File: config.mk
export PLATFORM = sky130hd
export DESIGN_NAME = axi4lite_initiator
export DESIGN_NICKNAME = d
export VERILOG_FILES = /design/src/rtl/axi4lite_initiator.sv
export SDC_FILE = /design/constraint.sdc
export NUM_CORES = 1
export LEC_CHECK = 0
export ABC_AREA = 1
export CAP_MARGIN = 20
export CORE_MARGIN = 1.5
export CORE_UTILIZATION = 36
export CTS_CLUSTER_DIAMETER = 100
export DETAILED_ROUTE_END_ITERATION = 6
export PLACE_DENSITY_LB_ADDON = 0.25
export SETUP_SLACK_MARGIN = 0.02
export SLEW_MARGIN = 20
export SYNTH_ARGS = -nofsm -noshare
export SYNTH_HDL_FRONTEND = slang
export SYNTH_SLANG_ARGS = --single-unit
File: constraint.sdc
create_clock -name aclk -period 1.2 [get_ports aclk]
set_input_delay 0.36 -clock aclk [delete_from_list [all_inputs] [get_ports aclk]]
set_output_delay 0.36 -clock aclk [all_outputs]
set_load 0.01 [all_outputs]
File: src/rtl/axi4lite_initiator.sv
// AXI4-lite initiator: turns single-cycle wr_req/rd_req register-bus pulses
// into AXI4-lite transactions, one outstanding at a time, with bus errors
// reported alongside the completion ack.
module axi4lite_initiator #(
  parameter int         G_ADDR_WIDTH = 32,
  parameter logic [2:0] G_PROT       = 3'b000
) (
  input  logic                    aclk,
  input  logic                    areset_n,
  // internal register-bus side
  input  logic                    wr_req_i,
  input  logic [G_ADDR_WIDTH-1:0] wr_addr_i,
  input  logic [31:0]             wr_data_i,
  input  logic [31:0]             wr_sel_i,
  input  logic                    rd_req_i,
  input  logic [G_ADDR_WIDTH-1:0] rd_addr_i,
  output logic                    busy_o,
  output logic                    wr_ack_o,
  output logic                    rd_ack_o,
  output logic [31:0]             rd_data_o,
  output logic                    err_o,
  // AW channel
  output logic                    awvalid_o,
  input  logic                    awready_i,
  output logic [G_ADDR_WIDTH-1:0] awaddr_o,
  output logic [2:0]              awprot_o,
  // W channel
  output logic                    wvalid_o,
  input  logic                    wready_i,
  output logic [31:0]             wdata_o,
  output logic [3:0]              wstrb_o,
  // B channel
  input  logic                    bvalid_i,
  output logic                    bready_o,
  input  logic [1:0]              bresp_i,
  // AR channel
  output logic                    arvalid_o,
  input  logic                    arready_i,
  output logic [G_ADDR_WIDTH-1:0] araddr_o,
  output logic [2:0]              arprot_o,
  // R channel
  input  logic                    rvalid_i,
  output logic                    rready_o,
  input  logic [31:0]             rdata_i,
  input  logic [1:0]              rresp_i
);

  typedef enum logic [2:0] {IDLE, WR, WR_RESP, RD_ADDR, RD_DATA} state_t;

  state_t state;
  logic   aw_done;
  logic   w_done;
  logic   rd_pending;

  // A byte lane is written if any select bit inside that lane is set
  function automatic logic [3:0] sel_to_strb(input logic [31:0] sel);
    logic [3:0] strb;
    strb = '0;
    for (int n = 0; n < 4; n++) begin
      strb[n] = |sel[8*n +: 8];
    end
    return strb;
  endfunction

  // Protection attributes are fixed for every transaction
  assign awprot_o = G_PROT;
  assign arprot_o = G_PROT;

  // Transaction sequencer: all AXI and register-bus outputs are registered here
  always_ff @(posedge aclk or negedge areset_n) begin
    if (!areset_n) begin
      state      <= IDLE;
      aw_done    <= 1'b0;
      w_done     <= 1'b0;
      rd_pending <= 1'b0;
      busy_o     <= 1'b0;
      wr_ack_o   <= 1'b0;
      rd_ack_o   <= 1'b0;
      rd_data_o  <= '0;
      err_o      <= 1'b0;
      awvalid_o  <= 1'b0;
      awaddr_o   <= '0;
      wvalid_o   <= 1'b0;
      wdata_o    <= '0;
      wstrb_o    <= '0;
      bready_o   <= 1'b0;
      arvalid_o  <= 1'b0;
      araddr_o   <= '0;
      rready_o   <= 1'b0;
    end else begin
      wr_ack_o <= 1'b0;
      rd_ack_o <= 1'b0;
      err_o    <= 1'b0;
      case (state)
        IDLE: begin
          if (wr_req_i) begin
            awaddr_o  <= wr_addr_i;
            wdata_o   <= wr_data_i;
            wstrb_o   <= sel_to_strb(wr_sel_i);
            awvalid_o <= 1'b1;
            wvalid_o  <= 1'b1;
            bready_o  <= 1'b1;
            busy_o    <= 1'b1;
            aw_done   <= 1'b0;
            w_done    <= 1'b0;
            state     <= WR;
            // A simultaneous read waits behind the write
            if (rd_req_i) begin
              araddr_o   <= rd_addr_i;
              rd_pending <= 1'b1;
            end
          end else if (rd_req_i) begin
            araddr_o  <= rd_addr_i;
            arvalid_o <= 1'b1;
            busy_o    <= 1'b1;
            state     <= RD_ADDR;
          end
        end
        WR: begin
          if (awvalid_o && awready_i) begin
            awvalid_o <= 1'b0;
            aw_done   <= 1'b1;
          end
          if (wvalid_o && wready_i) begin
            wvalid_o <= 1'b0;
            w_done   <= 1'b1;
          end
          if ((aw_done || (awvalid_o && awready_i)) &&
              (w_done  || (wvalid_o  && wready_i))) begin
            state <= WR_RESP;
          end
        end
        WR_RESP: begin
          if (bvalid_i) begin
            bready_o <= 1'b0;
            wr_ack_o <= 1'b1;
            err_o    <= (bresp_i != 2'b00);
            if (rd_pending) begin
              rd_pending <= 1'b0;
              arvalid_o  <= 1'b1;
              state      <= RD_ADDR;
            end else begin
              busy_o <= 1'b0;
              state  <= IDLE;
            end
          end
        end
        RD_ADDR: begin
          if (arready_i) begin
            arvalid_o <= 1'b0;
            rready_o  <= 1'b1;
            state     <= RD_DATA;
          end
        end
        RD_DATA: begin
          if (rvalid_i) begin
            rd_data_o <= rdata_i;
            rd_ack_o  <= 1'b1;
            err_o     <= (rresp_i != 2'b00);
            rready_o  <= 1'b0;
            busy_o    <= 1'b0;
            state     <= IDLE;
          end
        end
        default: state <= IDLE;
      endcase
    end
  end

endmodule
# After elaboration in Yosys (flattened, before gate mapping)
# Index checks and enable logic that the tools add are counted.
# W data, S select, Z words.
# word_totals
register_bits	147
out_inout_bits	147
input_bits	173
wordCells	104
# classes
eq_ne	16
reduce_logical	28
n_mux	42
# ops
operator	n
$reduce_or A8 Y1	4
$mux W1	24
$ne A2 B2 Y1 const B	11
$mux W3	6
$pmux W1 S2	8
$pmux W3 S5	1
$reduce_and A3 Y1	4
$reduce_and A5 Y1	2
$reduce_bool A2 Y1	5
$eq A3 B2 Y1 const B	2
$pmux W1 S3	2
$reduce_and A2 Y1	3
$reduce_and A6 Y1	1
$reduce_bool A3 Y1	2
$reduce_and A4 Y1	1
$eq A3 B1 Y1 const B	1
$eq A3 B3 Y1 const B	1
$logic_and A1 B1 Y1	3
$logic_not A3 Y1	1
$ne A3 B3 Y1 const B	1
$logic_or A1 B1 Y1	2
$mux W2	1

# Logic depth before layout (Yosys ltp)
# logic_depth
word_depth	5
mapped_depth	9

# Worst setup path before layout
# OpenSTA, ideal clock, no wires.
# synth_timing
kind	reg2reg
from	reg state[1]
to	reg awaddr_o[13]
setup_ps	117
t_arrival_ps	1177
path_slack_ps	-94
synth_period_minus_slack_ps	1294
required_time_ps	1083
n_path_buf	3
path_stages_with_launch	10
path_cell_list	dfrtp_1 buf_6 nor2_8 nand2_2 nor2_4 inv_2 buf_6 buf_6 nand2_1 nand2_1
# synth_via
elab_chain_len	2
# synth_rtl
element	line	text
from (decl)	50	state_t state;
from (signal assigned)	72	state <= IDLE;
from (signal assigned)	106	state <= WR;
from (signal assigned)	116	state <= RD_ADDR;
$logic_not A3 Y1	94	case (state)
$reduce_and A2 Y1 (no line)	-	
to (signal assigned)	97	awaddr_o <= wr_addr_i;
to (decl)	25	output logic [G_ADDR_WIDTH-1:0] awaddr_o,
# Every way passes these cells.
# A chain may end at the register's enable or synchronous reset.

# Worst setup path in the final report
# layout_timing
from	in wr_req_i
to	reg awaddr_o[15]
# layout_via
elab_chain_len	1
# layout_rtl
element	line	text
from (decl)	11	input logic wr_req_i,
$reduce_and A2 Y1 (no line)	-	
# Every way passes these cells.

==> results.toml <==
[global_routing]
grt_use_total = 0.215
antenna_found_initial = 0
grt_pass1_vias = 5774
globalRoute.totalOverflow = 0
grt_pass1_wl_um = 29700
grt_max_degree = 62

[synth]
ys_top_cells_by_count = "nand2_1 (393), dfrtp_1 (147), nand3_1 (43)"
synth_largest_area_cell = "dfrtp_1"
ys_ff_latch = 147
synth_flop_cell = "dfrtp_1"
synth_top_family_by_area = "simple AND/OR/NAND/NOR gates"
synthAdderAreaFrac = 0
yosys.area_share.simple = 0.310
synthTopCellsByArea = "dfrtp_1 (61%), nand2_1 (25%), nand3_1 (3.6%)"
synthCells = 686
synth.area.mux_share = 0
syn_area_sq_um = 5990
yosys_warnings = 0
yosysSeqAreaShare = 0.614
yosys.cell_types.count = 20
synthArstFlopShare = 1.00
yosysMostFrequentCell = "nand2_1"
synth_area_per_cell_sq_um = 8.73
synthXorXnorAreaFrac = 0
synth_edf_count = 0
netlist.area_leader.share = 0.614
synth_compound_area_frac = 0.0138

[worst_setup_path]
crit_fanout = 30
critPathKind = "primary input to register"
critPathLaunch = "wr_req_i"
worstPathRequired_ps = 1500
arrival_ps = 1660
worst_setup_path_start_kind = "primary input"
slowest_delay_ps = 570
cp_slowest_cell = "clkdlybuf4s50_1"
crit_path_end_kind = "register"
cp_common_cell = "nand2_1"
crit_chain = "clkdlybuf4s50_1, inv_1, nor2_4, inv_2, clkbuf_16, nand2_1, nand2_1"
r2r-start = "state[0]$_DFFE_PN0P_"

[status]
status = "finished, violations left"
violations = "negative setup slack"

[finish]
fillCellCount = 1298
regArea_sq_um = 3680
n_antenna_cell = 0
multi_input_comb_area_sq_um = 2210
nNetsFinal = 1266
area_growth_pct = 79.0
drive_above_1_share = 0.314

[power]
vdd_drop_max_v = 0.00121
power.density_nw_per_um2 = 2470
finalPower_mw = 26.4
p_leak_nw = 5.63

[timing]
setup_viol = 286
finClkSkew_ps = 6.91
worst_slack_ps = -168
final_hold_viol_count = 0
drv_slew = 0
fin_hold_ws_ps = 329
rsz0062_at_grt = "true"
fin_crit_ps = 1370
max_freq_ghz = 0.731
fin_crit_sh = 1.14

[drt]
totalWireLength_um = 19600
wl_per_cell_um = 14.9
viasPerCell = 4.51
vias = 5961
first_pass_iters = 4
drc = 0
drt_iter0_drc = 214
postRouteAntennaNets = 0

[cts]
cts_buffers = 17
clk_latency_ps = 410
clock_sinks = 147
cts-root-buf = "clkbuf_16"
clk_path_buf_depth = 2
htreeDepth = 4
clkTransAtPathRegs_ps = 60
cts_tree = "yes"

[placed_design]
gp_congestion = 0.853
port_buffers = 313
dp_hpwl_um = 13000

[floorplanning]
core_area_sq_um = 16100
io-pin-count = 320
die_w_um = 132
start_util = 0.373
rows = 46
die_h_um = 132
die_area_sq_um = 17400

[min_path]
hp-class = "primary input to asynchronous set/reset pin"

[flow_run]
maxCapViolCount = 0
==> state kept, by name (all words and copies together) (netlist names), 3 cells and up <==
register	count
araddr_o	32
awaddr_o	32
rd_data_o	32
state	3
wdata_o	32
wstrb_o	4
==> through the flow <==
step	util	TNS (ps)	std cells	area [sq um]	worst slack, ps
detailed placement	0.602	-59840	1232	9660	-453
finish	0.668	-29280	1321	10700	-168
CTS	0.630	-28660	1286	10100	-162
global placement	0.602	-56290	1232	9660	-406
floorplan	-	-3120	691	6040	-82.8
global route	0.668	-43930	1321	10700	-225
==> cell type report <==
class,count,share of cell area
Clock buffer,23,0.0455
Multi-Input combinational cell,487,0.206
Timing Repair Buffer,422,0.358
Clock inverter,8,0.0139
Tap cell,216,0.0252
Inverter,18,0.00770
Sequential cell,147,0.343
==> placed cells by master, fill, tap and decap left out, drive strengths merged <==
| cell type | count |
|---|---|
| nor2 | 18 |
| clkinvlp | 2 |
| o21ai | 12 |
| dfrtp | 147 |
| dlygate4sd3 | 1 |
| nand3 | 43 |
| clkdlybuf4s50 | 171 |
| bufinv | 4 |
| nor4 | 8 |
| buf | 246 |
| a21oi | 3 |
| nand2 | 396 |
| inv | 17 |
| conb | 6 |
| o31ai | 1 |
| clkbuf | 27 |
| clkinv | 3 |
==> kinds of logic after synthesis <==
logic type | Yosys count
AO/OA/AOI/OAI | 16
AND/OR/NAND/NOR | 465
flip-flops | 147
other | 1
buffers and inverters | 57
==> final timing paths <==
path,end,slack (ps),cells past startpoint
worst max-delay path,awaddr_o[15]$_DFFE_PN0P_,-170,7
min in group aclk,araddr_o[25]$_DFFE_PN0P_,460,2
max in group asynchronous,wdata_o[26]$_DFFE_PN0P_,360,3
worst min register to register,araddr_o[25]$_DFFE_PN0P_,460,2
worst max register to register,awaddr_o[15]$_DFFE_PN0P_,-160,7
worst min-delay path,awaddr_o[23]$_DFFE_PN0P_,330,2
==> critical path: cells and delay by family <==
| kind | cells | cell delay (ps) |
|---|---|---|
| buf+inv | 4 | 1000 |
| simple gates | 3 | 300 |
==> layer usage <==
metal,up-vias,share of wire,global-route usage
met3,26,0.078,0.0742
met5,-,0,0
li1,2917,-,-
met1,2788,0.41,0.261
met2,230,0.50,0.359
met4,0,0.017,0.0710
==> repair_timing <==
action,4_1_cts,5_1_grt
setup endpoints to repair,287,287
setup buffers,22,30
pin swaps,4,16
resized for setup,645,73
gates cloned,0,5
hold buffers,1,0
endpoints found under the hold margin,15,0
==> where the power goes <==
part,internal [mW],switching (mW),leakage [nW],total [mW]
clock network,3.69,2.00,0.305,5.69
logic,6.29,5.86,3.48,12.2
registers,7.19,1.40,1.84,8.59
Note: power is estimated with default switching activity, not from simulation.
